`src/rtl/run_ctrl.sv`:
```
// run_ctrl: HALT/RUN/STEP controller that issues one-cycle CPU clock-enable pulses.
// Define RUN_CTRL_DEBOUNCE_EN to insert a DEB_CYCLES stability filter on each button.
module run_ctrl #(
    parameter int unsigned P0         = 1,
    parameter int unsigned P1         = 1_000,
    parameter int unsigned P2         = 1_000_000,
    parameter int unsigned P3         = 50_000_000,
    parameter int unsigned DEB_CYCLES = 1_000_000
) (
    input  logic        clk,
    input  logic        rst,
    input  logic        run_btn,
    input  logic        step_btn,
    input  logic [1:0]  speed_sel,
    input  logic        halt_req,
    output logic        cpu_en,
    output logic [1:0]  mode,
    output logic [31:0] en_count
);

    typedef enum logic [1:0] {
        StHalt = 2'b00,
        StRun  = 2'b01,
        StStep = 2'b10,
        StBad  = 2'b11
    } state_e;

    // Bit 0 is the run button, bit 1 the step button.
    logic [1:0] btn_raw;
    logic [1:0] sync1_q;
    logic [1:0] sync2_q;
    logic [1:0] level;
    logic [1:0] prev_q;
    logic [1:0] armed_q;
    logic [1:0] press_q;
    logic [1:0] vld_q;

    logic run_press;
    logic step_press;

    assign btn_raw    = {step_btn, run_btn};
    assign run_press  = press_q[0];
    assign step_press = press_q[1];

    // A button only arms once a genuine post-reset low has been synchronized, so a
    // button held through reset release cannot produce a press.
    always_ff @(posedge clk) begin
        if (rst) begin
            sync1_q <= '0;
            sync2_q <= '0;
            prev_q  <= '0;
            armed_q <= '0;
            press_q <= '0;
            vld_q   <= '0;
        end else begin
            sync1_q <= btn_raw;
            sync2_q <= sync1_q;
            prev_q  <= level;
            armed_q <= armed_q | ({2{vld_q[1]}} & ~sync2_q);
            press_q <= level & ~prev_q & armed_q;
            vld_q   <= {vld_q[0], 1'b1};
        end
    end

`ifdef RUN_CTRL_DEBOUNCE_EN
    localparam int unsigned DebW = (DEB_CYCLES > 1) ? $clog2(DEB_CYCLES) : 1;
    localparam logic [DebW-1:0] DebLast = DebW'(DEB_CYCLES - 1);

    logic [DebW-1:0] deb_cnt_q [2];
    logic [1:0]      filt_q;

    always_ff @(posedge clk) begin
        if (rst) begin
            filt_q <= '0;
            for (int i = 0; i < 2; i++) begin
                deb_cnt_q[i] <= '0;
            end
        end else begin
            for (int i = 0; i < 2; i++) begin
                if (sync2_q[i] == filt_q[i]) begin
                    deb_cnt_q[i] <= '0;
                end else if (deb_cnt_q[i] == DebLast) begin
                    filt_q[i]    <= sync2_q[i];
                    deb_cnt_q[i] <= '0;
                end else begin
                    deb_cnt_q[i] <= deb_cnt_q[i] + DebW'(1);
                end
            end
        end
    end

    assign level = filt_q;
`else
    assign level = sync2_q;
`endif

    function automatic logic [31:0] sel_period(input logic [1:0] sel);
        logic [31:0] p;
        case (sel)
            2'd0:    p = 32'(P0);
            2'd1:    p = 32'(P1);
            2'd2:    p = 32'(P2);
            default: p = 32'(P3);
        endcase
        return p;
    endfunction

    state_e      state_q, state_d;
    logic [31:0] cnt_q, cnt_d;
    logic [31:0] period_q, period_d;
    logic        cpu_en_q, cpu_en_d;
    logic [31:0] en_count_q, en_count_d;

    always_ff @(posedge clk) begin
        if (rst) begin
            state_q    <= StHalt;
            cnt_q      <= '0;
            period_q   <= 32'(P0);
            cpu_en_q   <= 1'b0;
            en_count_q <= '0;
        end else begin
            state_q    <= state_d;
            cnt_q      <= cnt_d;
            period_q   <= period_d;
            cpu_en_q   <= cpu_en_d;
            en_count_q <= en_count_d;
        end
    end

    always_comb begin
        state_d  = state_q;
        cnt_d    = cnt_q;
        period_d = period_q;
        cpu_en_d = 1'b0;

        case (state_q)
            StHalt: begin
                cnt_d = '0;
                if (!halt_req) begin
                    if (run_press) begin
                        state_d  = StRun;
                        period_d = sel_period(speed_sel);
                    end else if (step_press) begin
                        state_d  = StStep;
                        cpu_en_d = 1'b1;
                    end
                end
            end
            StRun: begin
                if (run_press || halt_req) begin
                    state_d = StHalt;
                    cnt_d   = '0;
                end else if (cnt_q == period_q - 32'd1) begin
                    // Wrap: emit the pulse and pick up the next period's speed.
                    cnt_d    = '0;
                    period_d = sel_period(speed_sel);
                    cpu_en_d = 1'b1;
                end else begin
                    cnt_d = cnt_q + 32'd1;
                end
            end
            StStep: begin
                state_d = StHalt;
                cnt_d   = '0;
            end
            default: begin
                state_d = StHalt;
                cnt_d   = '0;
            end
        endcase
    end

    assign en_count_d = en_count_q + 32'(cpu_en_d);

    assign cpu_en   = cpu_en_q;
    assign mode     = state_q;
    assign en_count = en_count_q;

endmodule
```
`config.mk`:
```
export PLATFORM = sky130hd
export DESIGN_NAME = run_ctrl
export DESIGN_NICKNAME = d
export VERILOG_FILES = /design/src/rtl/run_ctrl.sv
export SDC_FILE = /design/constraint.sdc
export NUM_CORES = 1
export LEC_CHECK = 0
export CORE_MARGIN = 2
export CORE_UTILIZATION = 45
export DETAILED_ROUTE_END_ITERATION = 7
export HOLD_SLACK_MARGIN = 0.12
export PLACE_DENSITY = 0.67
export SLEW_MARGIN = 20
export SYNTH_ARGS = -nofsm -noshare
export SYNTH_HDL_FRONTEND = slang
export SYNTH_SLANG_ARGS = --single-unit
```
`constraint.sdc`:
```
create_clock -name clk -period 5.86 [get_ports clk]
set_clock_uncertainty 0.05 [all_clocks]
set_input_delay 1.172 -clock clk [delete_from_list [all_inputs] [get_ports clk]]
set_output_delay 1.172 -clock clk [all_outputs]
set_load 0.05 [all_outputs]
```
; Word-level counts from Yosys, hierarchy flattened
; Index checks and enable logic that the tools add are counted.
[classes]
n_addsub = 3
n_bitwise = 7
muxes = 18
n_eq_ne = 10
reduce_logical = 7
[op_table]
columns = op, count
row1 = $mux W32, 4
row2 = $pmux W26 S3, 1
row3 = $pmux W32 S2, 1
row4 = $add A32 B1 Y32, 1
row5 = $add A32 B1 Y32 const B, 1
row6 = $eq A32 B32 Y1, 1
row7 = $sub A32 B1 Y32 const B, 1
row8 = $ne A2 B2 Y1 const B, 5
row9 = $mux W2, 4
row10 = $and A2 B2 Y2, 3
row11 = $mux W1, 6
row12 = $reduce_and A5 Y1, 1
row13 = $eq A2 B1 Y1 const B, 2
row14 = $logic_not A2 Y1, 2
row15 = $not A2 Y2, 2
row16 = $pmux W2 S2, 1
row17 = $reduce_or A4 Y1, 1
row18 = $ne A3 B3 Y1 const B, 1
row19 = $reduce_and A3 Y1, 1
row20 = $eq A2 B2 Y1 const B, 1
row21 = $or A2 B2 Y2, 1
row22 = $pmux W1 S2, 1
row23 = $reduce_bool A2 Y1, 1
row24 = $logic_or A1 B1 Y1, 1
row25 = $not A1 Y1, 1
[word_totals]
reg_bits = 111
word_cells = 57
output_inout_bits = 35

; Longest topological paths before layout
[logic_depth]
depth_word = 6
mapped_depth = 20
ltp_nobuf = 16

; Worst setup path after synthesis
; Ideal clock, no wire load.
[synth_timing]
path_type = reg2reg
startpoint = reg period_q[8]
endpoint = reg en_count_q[29], in the netlist en_count[29]
path_slack_ns = 1.603
arrival_ns = 4.136
required_ns = 5.739
setup_ns = 0.071
path_stages_with_launch = 17
period_less_slack_ns = 4.257
path_buffers = 2
cell_sequence = dfxtp_1 > buf_2 > inv_1 > ha_1 > nor4b_4 > or4_1 > a21o_1 > a2111oi_4 > and4_1 > buf_6 > a22o_1 > ha_1 > nand3_1 > nor4_2 > nand3_1 > or3_1 > a21oi_1
[synth_via]
elab_chain_cells = 6
[synth_lines]
columns = element, line
row1 = "start, declared", 110  ; logic [31:0] period_q, period_d;
row2 = "start signal, assigned", 118  ; period_q <= 32'(P0);
row3 = "start signal, assigned", 124  ; period_q <= period_d;
row4 = $sub A32 B1 Y32, 153  ; end else if (cnt_q == period_q - 32'd1) begin
row5 = $eq A32 B32 Y1, 153
row6 = $mux W1, 153
row7 = $mux W1, 150  ; if (run_press || halt_req) begin
row8 = $pmux W1 S2, 136  ; case (state_q)
row9 = net cpu_en_d, 111  ; logic cpu_en_q, cpu_en_d;
row10 = $add A32 B1 Y32, 173  ; assign en_count_d = en_count_q + 32'(cpu_en_d);
row11 = "end signal, assigned", 126  ; en_count_q <= en_count_d;
row12 = "end, declared", 112  ; logic [31:0] en_count_q, en_count_d;
; The timed path passes the listed nets, and every way through them passes these cells.
; A chain may end at the register's enable or synchronous reset.

; Final worst setup path
[layout_timing]
startpoint = reg period_q[8]
endpoint = reg en_count_q[31], in the netlist en_count[31]
; Same word-level chain as after synthesis.

==> metrics <==
setup violators final 0; initial cell density of the core between 40% and 50%; Std-Cell Rows 36; Post-Route WL roughly 10,000 um; post-synthesis cell type count 58; via count between 3k and 4k; Worst-Margin Slew between 1 and 1.5 ns; count of input and output buffers 41; fin nets 572; leakage power figure ~1.7 nW; max_slew headroom 31.95%; number of diodes 0; total CTS buffers 9; outcome completed; largest net degree at the start of global routing between 50 and 60; most frequent cells in the layout dfxtp_1 (86), nor2_1 (58), nand2_1 (50); Ports 42; Post-Syn Area 0.004541 mm^2; CTS tree done; Residual DRC 0; r2r setup slk just under 1 ns; final core utilization a little over half; met3 GRT Util about 3.1%; Sinks on Clock Net 86; Final Cycle Share 83.12%; postcts setup bufs 0; Routed Antenna Nets 0; vias in the first global route 3,458; DRT Pass-1 Iters 7; Total Routing Usage GR a little under a fifth; # fillers ~930; global route hottest layer met2; Crit Path Class flop to flop; final setup TNS 0 ns; ratio of cells with drive above 1 in the final layout ~6.4%; full die area about 0.011 mm^2; first-pass GRT wire length 16,700 um; met1 usage 25.68%; root buffer cell clkbuf_8; area share of the largest cell type after synthesis about 38%; worst min path class flop to flop; worst path buffer plus inverter count 1; GR Overflow Total 0; DR WL/cell approximately 15 um; CP Max Fanout 11; 1st-iter DRT viols 171; CP required 6.10 ns; max-cap viol count 0; top post-synthesis cells by area dfxtp_1 (38%), xor2_1 (7.1%), xnor2_1 (5.4%), nor2_1 (4.8%), nand2_1 (4.1%); dominant synthesized flop cell dfxtp_1; crit start category flop; most common cell after layout, fill and taps aside dfxtp_1; CTS hold repair buffers 0; initial antenna violation count 0; design area roughly 0.0052 mm^2; cells after synthesis between 500 and 600; slowest CP cell nor4_2; worst-case clock buffer depth 2; final HPWL from detailed placement 7099 um; crit-path cells inv_1 > ha_1 > nor4b_4 > or4_1 > a21o_1 > a2111oi_4 > and4_1 > a22o_1 > ha_1 > nand3_1 > nor4_2 > nand3_1 > or3_1 > a21oi_1; maximum level of the CTS H-tree 3; crit-path leading delay family simple AND/OR/NAND/NOR gates; CP Data Arrival Time 5.11 ns; peak per-stage delay on the critical path about 0.64 ns; fin crit period just under 5 ns; Hold Slack ~0.34 ns; register bit count reported by yosys between 80 and 90; worst vdd ir ~0.17 mV; dominant cell type by area after synthesis dfxtp_1; Final GP Congestion approximately 0.9; Ys Warns 0; post-synthesis sequential area ratio between 30% and 40%; worst-skew pair later-pin latency about 0.36 ns; Die X roughly 100 um; Die H 104.5 um; unrepaired setup endpoints after global routing false; met2 Use GR 28.80%; Core ar. between 0.009 and 0.01 mm^2; crit end category flop; Final Max Slew Viols 0; number of flops mapped to enable cells by yosys 0; Avg Synthesized Cell Area between 8 and 9 um^2; PwrDens roughly 200 mW/mm^2; clk slew on worst S/H paths around 0.090 ns; Layout area overhead 13.75%; Async SR Flop Fraction 0%; vias per cell 5.469; endpoints failing hold 0; Post-CTS Resized 0; Synth Net Count 546; fmax 205.3 MHz; DP Area 0.004971 mm^2
[flip-flops by register name, indices dropped and copies added, names as in the netlist]
| name | flops |
|---|---|
| armed_q | 2 |
| vld_q | 2 |
| en_count | 32 |
| mode | 2 |
| period_q | 7 |
| sync1_q | 2 |
| prev_q | 2 |
| cnt_q | 32 |
| level | 2 |
| cpu_en | 1 |
| press_q | 2 |
[layer usage]
layer | vias up | routed length [um]
met5 | - | 0
met4 | 0 | 162
met3 | 11 | 392
met2 | 70 | 4645
met1 | 1795 | 4859
li1 | 1914 | -
[power by group]
group / switching (mW) / total, mW / internal, mW
combinational: 0.0295 / 0.0423 / 0.0128
sequential: 0.00190 / 0.589 / 0.588
clock: 0.214 / 0.410 / 0.196
[area by class of cell]
class	instances	area (um^2)	area share, %
inverters	15	56.30	1.090
multi-input cells	401	2613	50.58
well taps	133	166.4	3.222
flip-flops and latches	86	1722	33.33
clock inverters	5	60.06	1.163
clock buffers	10	127.6	2.471
repair buffers	43	420.4	8.140
[cell usage after synthesis, types with 10 or more instances]
cell type  count
a21oi_1       17
and3_1        10
and4_1        12
clkbuf_1      12
dfxtp_1       86
inv_1         15
nand2_1       50
nand3_1       18
nand4_1       22
nor2_1        58
nor2b_1       13
nor3_1        28
nor3_2        10
o21ai_0       14
or3_1         12
xnor2_1       28
xor2_1        37
[final timing paths]
kind,from,to,cells past startpoint
worst max-delay path,period_q[8],en_count[31],14
worst min-delay path,prev_q[0],press_q[0],1
worst max register to register,period_q[8],en_count[31],14
worst min register to register,prev_q[0],press_q[0],1
[metrics by stage]
step	cells	setup WS, ns	power [mW]
final	693	0.9891	1.042
after global routing	693	0.5056	1.081
after CTS	693	1.002	1.054
after detailed placement	678	1.040	0.6454
after global placement	678	1.215	0.6450
after floorplan	530	1.603	0.6424
[kinds of logic after synthesis]
logic type,Yosys count,share of synthesized area (%)
AO/OA/AOI/OAI,63,9.948
XOR/XNOR,65,12.54
adder cells (fa/ha/maj),9,2.480
buffers and inverters,43,4.822
flip-flops,86,37.92
AND/OR/NAND/NOR,264,32.30
Power figures use the tool's default switching activity.
